==> config.mk <==
export PLATFORM = sky130hd
export DESIGN_NAME = choose_cursor_ctrl
export DESIGN_NICKNAME = d
export VERILOG_FILES = /design/src/rtl/choose_cursor_ctrl.sv
export SDC_FILE = /design/constraint.sdc
export NUM_CORES = 1
export LEC_CHECK = 0
export BUFFER_PORTS_ARGS = -buffer_cell sky130_fd_sc_hd__buf_2
export CORE_UTILIZATION = 50
export DETAILED_ROUTE_END_ITERATION = 10
export PLACE_DENSITY_LB_ADDON = 0.05
export SLEW_MARGIN = 20
export SYNTH_ARGS = -nofsm -noshare
export SYNTH_HDL_FRONTEND = slang
export SYNTH_SLANG_ARGS = --single-unit
export TNS_END_PERCENT = 5
==> constraint.sdc <==
create_clock -name clk -period 7.15 [get_ports clk]
set_clock_uncertainty 0.15 [all_clocks]
set_input_delay 0.3575 -clock clk [delete_from_list [all_inputs] [get_ports clk]]
set_output_delay 0.3575 -clock clk [all_outputs]
set_load 0.02 [all_outputs]
==> src/rtl/choose_cursor_ctrl.sv <==
// Cursor and two-player pick controller for the choose scene's 2x4 Pokemon grid.
// Optional edge wrap-around is enabled by defining CHOOSE_CURSOR_WRAP_EN.
module choose_cursor_ctrl #(
    parameter int BLINK_CYCLES = 25_000_000
) (
    input  logic       clk,
    input  logic       rst,
    input  logic       scene_active,
    input  logic       key_up,
    input  logic       key_down,
    input  logic       key_left,
    input  logic       key_right,
    input  logic       key_enter,
    input  logic       key_back,
    output logic [7:0] pokemon_id,
    output logic       cursor_show,
    output logic [7:0] p1_id,
    output logic [7:0] p2_id,
    output logic       pick_turn,
    output logic       done,
    output logic       reject
);

`ifdef CHOOSE_CURSOR_WRAP_EN
    localparam bit WRAP_EN = 1'b1;
`else
    localparam bit WRAP_EN = 1'b0;
`endif

    localparam int CNT_W = (BLINK_CYCLES > 2) ? $clog2(BLINK_CYCLES) : 1;
    localparam logic [CNT_W-1:0] CNT_LAST = CNT_W'(BLINK_CYCLES - 1);
    localparam logic [CNT_W-1:0] CNT_ONE  = CNT_W'(1);

    typedef enum logic [1:0] {
        ST_IDLE  = 2'd0,
        ST_PICK1 = 2'd1,
        ST_PICK2 = 2'd2,
        ST_DONE  = 2'd3
    } state_t;

    typedef enum logic [2:0] {
        K_NONE  = 3'd0,
        K_ENTER = 3'd1,
        K_BACK  = 3'd2,
        K_UP    = 3'd3,
        K_DOWN  = 3'd4,
        K_LEFT  = 3'd5,
        K_RIGHT = 3'd6
    } key_t;

    state_t           state_r;
    logic [CNT_W-1:0] blink_cnt_r;
    key_t             key_s;
    logic [1:0]       col_s;
    logic             top_s;
    logic             in_pick_s;
    logic             move_ok_s;
    logic [7:0]       move_dst_s;
    logic             enter_ok_s;
    logic             enter_rej_s;
    logic             back_ok_s;
    logic             restart_s;
    logic             blink_tc_s;

    // Cursor 1..8 maps to column (id-1) mod 4, which only needs the low two bits.
    assign col_s      = pokemon_id[1:0] - 2'd1;
    assign top_s      = (pokemon_id < 8'd5);
    assign in_pick_s  = (state_r == ST_PICK1) || (state_r == ST_PICK2);
    assign blink_tc_s = (blink_cnt_r == CNT_LAST);

    // Pick the single highest-priority key pulse of this cycle.
    always_comb begin
        key_s = K_NONE;
        if (key_enter) begin
            key_s = K_ENTER;
        end else if (key_back) begin
            key_s = K_BACK;
        end else if (key_up) begin
            key_s = K_UP;
        end else if (key_down) begin
            key_s = K_DOWN;
        end else if (key_left) begin
            key_s = K_LEFT;
        end else if (key_right) begin
            key_s = K_RIGHT;
        end else begin
            key_s = K_NONE;
        end
    end

    // Destination of the selected move and whether it stays on the grid.
    always_comb begin
        move_ok_s  = 1'b0;
        move_dst_s = pokemon_id;
        case (key_s)
            K_UP: begin
                if (!top_s) begin
                    move_ok_s  = in_pick_s;
                    move_dst_s = pokemon_id - 8'd4;
                end else if (WRAP_EN) begin
                    move_ok_s  = in_pick_s;
                    move_dst_s = pokemon_id + 8'd4;
                end else begin
                    move_ok_s  = 1'b0;
                end
            end
            K_DOWN: begin
                if (top_s) begin
                    move_ok_s  = in_pick_s;
                    move_dst_s = pokemon_id + 8'd4;
                end else if (WRAP_EN) begin
                    move_ok_s  = in_pick_s;
                    move_dst_s = pokemon_id - 8'd4;
                end else begin
                    move_ok_s  = 1'b0;
                end
            end
            K_LEFT: begin
                if (col_s != 2'd0) begin
                    move_ok_s  = in_pick_s;
                    move_dst_s = pokemon_id - 8'd1;
                end else if (WRAP_EN) begin
                    move_ok_s  = in_pick_s;
                    move_dst_s = pokemon_id + 8'd3;
                end else begin
                    move_ok_s  = 1'b0;
                end
            end
            K_RIGHT: begin
                if (col_s != 2'd3) begin
                    move_ok_s  = in_pick_s;
                    move_dst_s = pokemon_id + 8'd1;
                end else if (WRAP_EN) begin
                    move_ok_s  = in_pick_s;
                    move_dst_s = pokemon_id - 8'd3;
                end else begin
                    move_ok_s  = 1'b0;
                end
            end
            default: begin
                move_ok_s  = 1'b0;
                move_dst_s = pokemon_id;
            end
        endcase
    end

    // Classify enter/back; any accepted action restarts the blink period.
    always_comb begin
        enter_ok_s  = (key_s == K_ENTER) &&
                      ((state_r == ST_PICK1) || ((state_r == ST_PICK2) && (pokemon_id != p1_id)));
        enter_rej_s = (key_s == K_ENTER) && (state_r == ST_PICK2) && (pokemon_id == p1_id);
        back_ok_s   = (key_s == K_BACK) && ((state_r == ST_PICK2) || (state_r == ST_DONE));
        restart_s   = enter_ok_s || back_ok_s || move_ok_s;
    end

    // Pick sequencer with registered outputs and blink timer.
    always_ff @(posedge clk or posedge rst) begin
        if (rst) begin
            state_r     <= ST_IDLE;
            blink_cnt_r <= '0;
            pokemon_id  <= 8'd0;
            cursor_show <= 1'b0;
            p1_id       <= 8'd0;
            p2_id       <= 8'd0;
            pick_turn   <= 1'b0;
            done        <= 1'b0;
            reject      <= 1'b0;
        end else if (!scene_active) begin
            state_r     <= ST_IDLE;
            blink_cnt_r <= '0;
            pokemon_id  <= 8'd0;
            cursor_show <= 1'b0;
            p1_id       <= 8'd0;
            p2_id       <= 8'd0;
            pick_turn   <= 1'b0;
            done        <= 1'b0;
            reject      <= 1'b0;
        end else begin
            reject <= enter_rej_s;
            case (state_r)
                ST_IDLE: begin
                    state_r     <= ST_PICK1;
                    pokemon_id  <= 8'd1;
                    cursor_show <= 1'b1;
                    blink_cnt_r <= '0;
                end
                ST_PICK1, ST_PICK2: begin
                    if (enter_ok_s && (state_r == ST_PICK1)) begin
                        p1_id     <= pokemon_id;
                        state_r   <= ST_PICK2;
                        pick_turn <= 1'b1;
                    end else if (enter_ok_s) begin
                        p2_id   <= pokemon_id;
                        state_r <= ST_DONE;
                        done    <= 1'b1;
                    end else if (back_ok_s) begin
                        p1_id     <= 8'd0;
                        state_r   <= ST_PICK1;
                        pick_turn <= 1'b0;
                    end else if (move_ok_s) begin
                        pokemon_id <= move_dst_s;
                    end else begin
                        state_r <= state_r;
                    end
                    if (restart_s) begin
                        cursor_show <= 1'b1;
                        blink_cnt_r <= '0;
                    end else if (blink_tc_s) begin
                        cursor_show <= ~cursor_show;
                        blink_cnt_r <= '0;
                    end else begin
                        blink_cnt_r <= blink_cnt_r + CNT_ONE;
                    end
                end
                ST_DONE: begin
                    if (back_ok_s) begin
                        p2_id   <= 8'd0;
                        state_r <= ST_PICK2;
                        done    <= 1'b0;
                    end else begin
                        state_r <= ST_DONE;
                    end
                    cursor_show <= 1'b1;
                    blink_cnt_r <= '0;
                end
                default: begin
                    state_r <= ST_IDLE;
                end
            endcase
        end
    end

endmodule

==> flow_metrics.env, run 1 <==
export IMPL_final_common_cell="dfrtp_1"
export IMPL_crit_slowest_cell="or4_1"
export IMPL_grt_max_degree=56
export IMPL_cts_resized=0
export IMPL_synth_edf_count=0
export IMPL_fin_crit_sh_pct=43.94
export IMPL_rows=29
export IMPL_start_util_pct=52.27
export IMPL_arrival_ns=3.19
export IMPL_endpoint_kind="flip-flop"
export IMPL_ys_flop_type="dfrtp_1"
export IMPL_cap_violations=0
export IMPL_drive_gt1_share_pct=13.53
export IMPL_antenna_found_initial=0
export IMPL_design_power_total_mw=0.9058
export IMPL_cts_inserted_buffers=5
export IMPL_finalNonFillerCells=476
export IMPL_fillers=592
export IMPL_r2r_slack_ns=4.02
export IMPL_clockBufferDepth=2
export IMPL_period_needed_ns=3.142
export IMPL_critPathMaxStageDelay_ns=0.61
export IMPL_die_area_um2=7007
export IMPL_ys_types=52
export IMPL_hold_violations=0
export IMPL_die_w_um=83.71
export IMPL_via_per_inst=5.624
export IMPL_post_cts_setup_buffers=0
export IMPL_cts_sinks=55
export IMPL_status="complete, no violations"
export IMPL_vias=2677
export IMPL_worstPathMaxFanout=9
export IMPL_max_freq_mhz=318.3
export IMPL_worst_pin_slew_ns=0.8899
export IMPL_wl_um=7327
export IMPL_grt_usage_pct=22.28
export IMPL_startpoint_type="input port"
export IMPL_grt_pass1_wl_um=12710
export IMPL_r2r_end="cursor_show"
export IMPL_drtAntennaViolNets=0
export IMPL_hpwl_um=5320
export IMPL_r2r_cells=6
export IMPL_dp_cells=469
export IMPL_port_buffers=36
export IMPL_rsz0062_at_grt="no"
export IMPL_synth_nets=390
export IMPL_globalplace_congestion=0.8948
export IMPL_yosys_top_cells_area="dfrtp_1, ha_1, nor2_1"
export IMPL_power_leakage_nw=1.697
export IMPL_post_drt_wl_per_cell_um=15.39
export IMPL_n_antenna_cell=0
export IMPL_timing_rr_start="pokemon_id[3]"
export IMPL_maxSlewViolCount=0
export IMPL_worstPathRequired_ns=7.20
export IMPL_crit_chain="buf_2 > or4_1 > or2_2 > ha_1 > a211oi_1 > o21ai_0 > o41ai_1 > xnor2_1 > and3_1 > o41ai_2"
export IMPL_critPathKind="in -> reg"
export IMPL_cts_hold_buf=0
export IMPL_holdWs_ns=0.07023
export IMPL_synth_largest_area_cell="dfrtp_1"
export IMPL_cts_tree="done"
export IMPL_cts_htree_levels=2
export IMPL_finalSetupViolations=0
export IMPL_pin_count=37
export IMPL_synth_seq_cells=55
export IMPL_final_cell_mix="dfrtp_1, nor2_1, buf_2"
export IMPL_syn_inst=363
export IMPL_tns_ns=0
export IMPL_seq_area_frac_synth_pct=41.23
export IMPL_relSlewSlack_pct=40.05
export IMPL_gr_total_overflow=0
export IMPL_path_clk_slew_ns=0.09
export IMPL_yosysTopAreaCellShare_pct=41.23
export IMPL_avgSynthCellArea_um2=9.196
export IMPL_core_region_area_um2=6386
export IMPL_area_growth_pct=10.53
export IMPL_netlist_area_um2=3338
export IMPL_worstSkewPairLatency_ns=0.31
export IMPL_grt_pass1_vias=2614
export IMPL_ys_warn_count=0
export IMPL_layout_nets=426
export IMPL_ys_async_sr_fraction_pct=100.0
export IMPL_die_y_um=83.71
export IMPL_min_path_type="in -> async"
export IMPL_peakVddDrop_uv=138.7
export IMPL_drt_pass1_iter_count=4
export IMPL_cts_root_buffer="clkbuf_8"
export IMPL_p_per_area_nw_per_um2=245.5
export IMPL_drc=0
export IMPL_drt_iter0_drc=100
## state kept, by name, summed over array words and instances, names as in the netlist
signal and flops:
pick_turn 1, pokemon_id 8, reject 1, state_r 2, done 1, p1_id 8
p2_id 8, blink_cnt_r 25, cursor_show 1
## power by group
group | switching, mW | total, mW | internal [mW]
Combinational | 0.208 | 0.342 | 0.134
Clock | 0.0949 | 0.198 | 0.103
Sequential | 0.0378 | 0.366 | 0.328
Total | 0.340 | 0.906 | 0.565
## cells in the mapped netlist, types with 2 or more instances
cell,count
a211o_1,3
a211oi_1,4
a21boi_0,2
a21o_1,4
a21oi_1,11
a22o_1,7
a31oi_1,2
and2_1,2
and3_1,4
and4_1,2
buf_4,2
clkbuf_1,6
dfrtp_1,55
fa_1,2
ha_1,16
inv_1,26
nand2_1,29
nand2b_1,2
nand3_1,10
nand4_1,5
nor2_1,48
nor2b_1,7
nor3_1,9
nor4_1,5
nor4bb_1,2
o21a_1,2
o21ai_0,26
o21bai_1,2
o31ai_1,4
o41ai_1,3
or3_1,4
xnor2_1,18
xor2_1,20
## stage by stage
step                      area (µm²)  util (%)  worst slack [ns]
after floorplan                 3338         -             3.882
after global placement          3587     56.17             3.745
after detailed placement        3587     56.17             3.682
after CTS                       3690     57.78             3.974
after global routing            3690     57.78             3.680
final                           3690     57.78             4.008
## worst max-delay path, delay by kind of cell
family | cells | cell delay [ns]
buffers and inverters | 1 | 0.15
XOR/XNOR | 1 | 0.13
AO/OA/AOI/OAI | 4 | 0.99
adder cells (fa/ha/maj) | 1 | 0.32
AND/OR/NAND/NOR | 3 | 1.24
## cell type report
class / instances / area, µm² / share of cell area [%]
clock buffer: 6 / 72.57 / 1.967
clock inverter: 1 / 30.03 / 0.8138
inverter: 26 / 97.59 / 2.645
multi-input combinational: 273 / 1822 / 49.37
sequential: 55 / 1376 / 37.30
tap: 77 / 96.34 / 2.611
timing repair buffer: 38 / 195.2 / 5.290
## cell families (layout without fill, tap and decap cells)
logic type      after synthesis  in the layout  synth area share [%]
xor+xnor                     38             38                 9.970
compound gates               80             80                 17.13
simple gates                136            136                 19.98
fa+ha+maj                    18             18                 7.196
mux                           1              1                0.2999
flops                        55             55                 41.23
buf+inv                      35             71                 4.197
## layer usage
metal	track usage, %	up-vias	share of wire [%]
li1	-	1334	-
met1	29.51	1283	46
met2	37.92	50	49
met3	3.165	10	2.6
met4	6.626	0	1.6
met5	0	-	0
## how the worst max path moves through the flow
stage,from,end,slack (ns),cells past startpoint
6_report,key_enter,pokemon_id[7],4.01,10
5_1_grt,pokemon_id[3],cursor_show,3.68,6
4_1_cts,pokemon_id[3],cursor_show,3.97,6
3_5_place_dp,key_enter,pokemon_id[7],3.68,10
2_1_floorplan,key_enter,pokemon_id[7],3.88,10
3_3_place_gp,key_enter,pokemon_id[7],3.74,10
Power figures use the tool's default switching activity.
==> run 2, diff against run 1 <==
--- a/config.mk
+++ b/config.mk
@@ -5,6 +5,7 @@
 export SDC_FILE = /design/constraint.sdc
 export NUM_CORES = 1
 export LEC_CHECK = 0
+export ABC_AREA = 1
 export BUFFER_PORTS_ARGS = -buffer_cell sky130_fd_sc_hd__buf_2
 export CORE_UTILIZATION = 50
 export DETAILED_ROUTE_END_ITERATION = 10
==> constraint.sdc (replaced) <==
create_clock -name clk -period 2.9 [get_ports clk]
set_clock_uncertainty 0.15 [all_clocks]
set_input_delay 0.145 -clock clk [delete_from_list [all_inputs] [get_ports clk]]
set_output_delay 0.145 -clock clk [all_outputs]
set_load 0.02 [all_outputs]
==> flow_metrics.env, run 2 <==
export IMPL_p_sw_share_pct=46.95
export IMPL_drtAntennaViolNets=0
export IMPL_min_from="scene_active"
export IMPL_gr_total_overflow=0
export IMPL_worst_pin_slew_ns=0.6764
export IMPL_yosysTopAreaCellShare_pct=36.67
export IMPL_netlist_area_um2=3754
export IMPL_peakVddDrop_uv=593.4
export IMPL_tns_ns=0
export IMPL_hpwl_um=6967
export IMPL_cts_tree="done"
export IMPL_rsz0062_at_grt="no"
export IMPL_finalSetupViolations=0
export IMPL_cts_root_buffer="clkbuf_8"
export IMPL_globalplace_congestion=0.9394
export IMPL_path_clk_slew_ns=0.10
export IMPL_max_freq_mhz=368.6
export IMPL_vias=3579
export IMPL_finalNonFillerCells=673
export IMPL_die_y_um=88.65
export IMPL_antenna_found_initial=0
export IMPL_synth_nets=561
export IMPL_final_core_util_pct=57.58
export IMPL_via_per_inst=5.318
export IMPL_die_area_um2=7858
export IMPL_maxSlewViolCount=0
export IMPL_netlist_top_cells_count="nand2_1, nor2_1, inv_1"
export IMPL_r2r_slack_ns=0.55
export IMPL_dp_cells=663
export IMPL_ys_async_sr_fraction_pct=100.0
export IMPL_synth_most_common_cell="nand2_1"
export IMPL_arrival_ns=2.82
export IMPL_cts_htree_levels=2
export IMPL_post_drt_wl_per_cell_um=13.84
export IMPL_post_cts_setup_buffers=0
export IMPL_drt_pass1_iter_count=5
export IMPL_synth_largest_area_cell="dfrtp_1"
export IMPL_cts_inserted_buffers=5
export IMPL_grt_pass1_vias=3209
export IMPL_timing_rr_start="blink_cnt_r[0]"
export IMPL_fin_crit_sh_pct=93.56
export IMPL_power_switching_mw=1.496
export IMPL_port_buffers=36
export IMPL_ys_flop_type="dfrtp_1"
export IMPL_n_antenna_cell=0
export IMPL_avgSynthCellArea_um2=7.029
export IMPL_grt_max_degree=56
export IMPL_startpoint_type="input port"
export IMPL_fin_ws_ns=0.1867
export IMPL_seqPwrFrac_pct=32.4
export IMPL_hold_path_end="cursor_show"
export IMPL_pin_count=37
export IMPL_yosys_top_cells_area="dfrtp_1, nand2_1, nor2_1"
export IMPL_endpoint_kind="flip-flop"
export IMPL_intPower_mw=1.690
export IMPL_p_per_area_nw_per_um2=762.9
export IMPL_drt_iter0_drc=121
export IMPL_cap_violations=0
export IMPL_worstPathRequired_ns=3.00
export IMPL_hold_violations=0
export IMPL_status="complete, no violations"
export IMPL_clockBufferDepth=2
export IMPL_seq_area_frac_synth_pct=36.67
export IMPL_synth_seq_cells=55
export IMPL_grt_usage_pct=24.82
export IMPL_ys_warn_count=0
export IMPL_start_util_pct=51.75
export IMPL_min_path_type="in -> reg"
export IMPL_final_common_cell="nand2_1"
export IMPL_design_area_um2=4177
export IMPL_r2r_cells=12
export IMPL_holdPathStages=3
export IMPL_drive_gt1_share_pct=12.37
export IMPL_dpl_cell_area_um2=4041
export IMPL_critPathKind="in -> reg"
export IMPL_fillers=740
export IMPL_largest_reg_flops=25
export IMPL_design_power_total_mw=3.186
export IMPL_ys_types=34
export IMPL_synth_edf_count=0
export IMPL_die_w_um=88.65
export IMPL_r2r_end="cursor_show"
export IMPL_holdWs_ns=0.05741
export IMPL_layout_nets=600
export IMPL_power_leakage_nw=2.028
export IMPL_grt_pass1_wl_um=14970
export IMPL_area_growth_pct=11.27
export IMPL_syn_inst=534
export IMPL_clockPowerShare_pct=13.9
export IMPL_worstSkewPairLatency_ns=0.31
export IMPL_final_cell_mix="nand2_1, nor2_1, inv_1"
export IMPL_cts_sinks=55
export IMPL_pre_cts_slack_ns=0.2856
export IMPL_period_needed_ns=2.713
export IMPL_rows=31
export IMPL_drc=0
export IMPL_worstPathMaxFanout=6
export IMPL_wl_um=9317
export IMPL_core_region_area_um2=7253
export IMPL_combPwrFrac_pct=53.7
export IMPL_relSlewSlack_pct=54.91
export IMPL_largest_register="blink_cnt_r"
==> run 2: cell count changes in the layout (fill, tap and decap cells not counted), sizes merged, moves of 8 or more <==
| cell | delta |
|---|---|
| inv | +47 |
| nor2 | +25 |
| a21oi | +8 |
| nand2 | +102 |
| nand3 | +35 |
| o22ai | +8 |
| nand4 | +13 |
| a22o | -8 |
| nor3 | +16 |
| xor2 | -12 |
==> run 2: worst max-delay path by stage <==
stage          cells past startpoint      start  slack, ns             to
6_report                          15  key_enter       0.19  pokemon_id[6]
3_3_place_gp                      16     key_up       0.36  pokemon_id[7]
2_1_floorplan                     14     key_up       0.69  pokemon_id[6]
4_1_cts                           17  key_enter       0.08  pokemon_id[7]
5_1_grt                           19  key_enter     0.0002  pokemon_id[7]
3_5_place_dp                      16     key_up       0.29  pokemon_id[7]
==> run 2: power groups by stage <==
stage | clock, mW | combinational, mW | sequential, mW
4_1_cts | 0.457 | 1.70 | 1.03
2_1_floorplan | 0 | 1.18 | 1.10
6_report | 0.444 | 1.71 | 1.03
3_5_place_dp | 0 | 1.69 | 1.04
5_1_grt | 0.488 | 1.93 | 1.05
3_3_place_gp | 0 | 1.67 | 1.04
==> run 2: logic make-up after synthesis <==
kind of cell / count (synthesis) / share of synthesized area, %
and+or+nand+nor: 297 / 34.33
buffers and inverters: 85 / 8.833
AOI/OAI and AO/OA: 59 / 9.101
DFF: 55 / 36.67
xor gates and xnor gates: 20 / 4.667
adders and majority gates: 18 / 6.400
==> run 2: cell type report <==
type | count | area [µm²] | area share, %
multi-input combinational | 394 | 2066 | 49.46
sequential | 55 | 1376 | 32.95
inverter | 74 | 277.8 | 6.651
timing repair buffer | 43 | 237.7 | 5.692
tap | 99 | 123.9 | 2.966
clock buffer | 7 | 86.33 | 2.067
clock inverter | 1 | 8.758 | 0.2097
==> run 2: per-layer routing <==
metal | vias to the layer above | routed length (µm) | global-route usage [%]
met5 | - | 0 | 0
met4 | 0 | 413 | 13.78
met3 | 30 | 306 | 3.638
met2 | 81 | 4399 | 40.14
met1 | 1663 | 4197 | 31.90
li1 | 1805 | - | -
==> run 2: worst max-delay path: stages <==
cell           delay [ns]
dlygate4sd3_1        0.53
buf_2                0.16
nor2_1               0.17
inv_1                0.09
nand2_1              0.21
nand3_2              0.21
ha_1                 0.42
nand2_1              0.07
o21a_1               0.17
or2_2                0.26
nand3_1              0.09
nand2_1              0.05
nor2_1               0.09
nand3_1              0.07
nand2_1              0.07
==> run 2: repair_timing <==
item                                    in CTS  in global routing
endpoints found under the setup margin       0                  5
gates resized for setup                      0                  4
hold buffers                                 2                  0
hold endpoints to repair                    56                  0
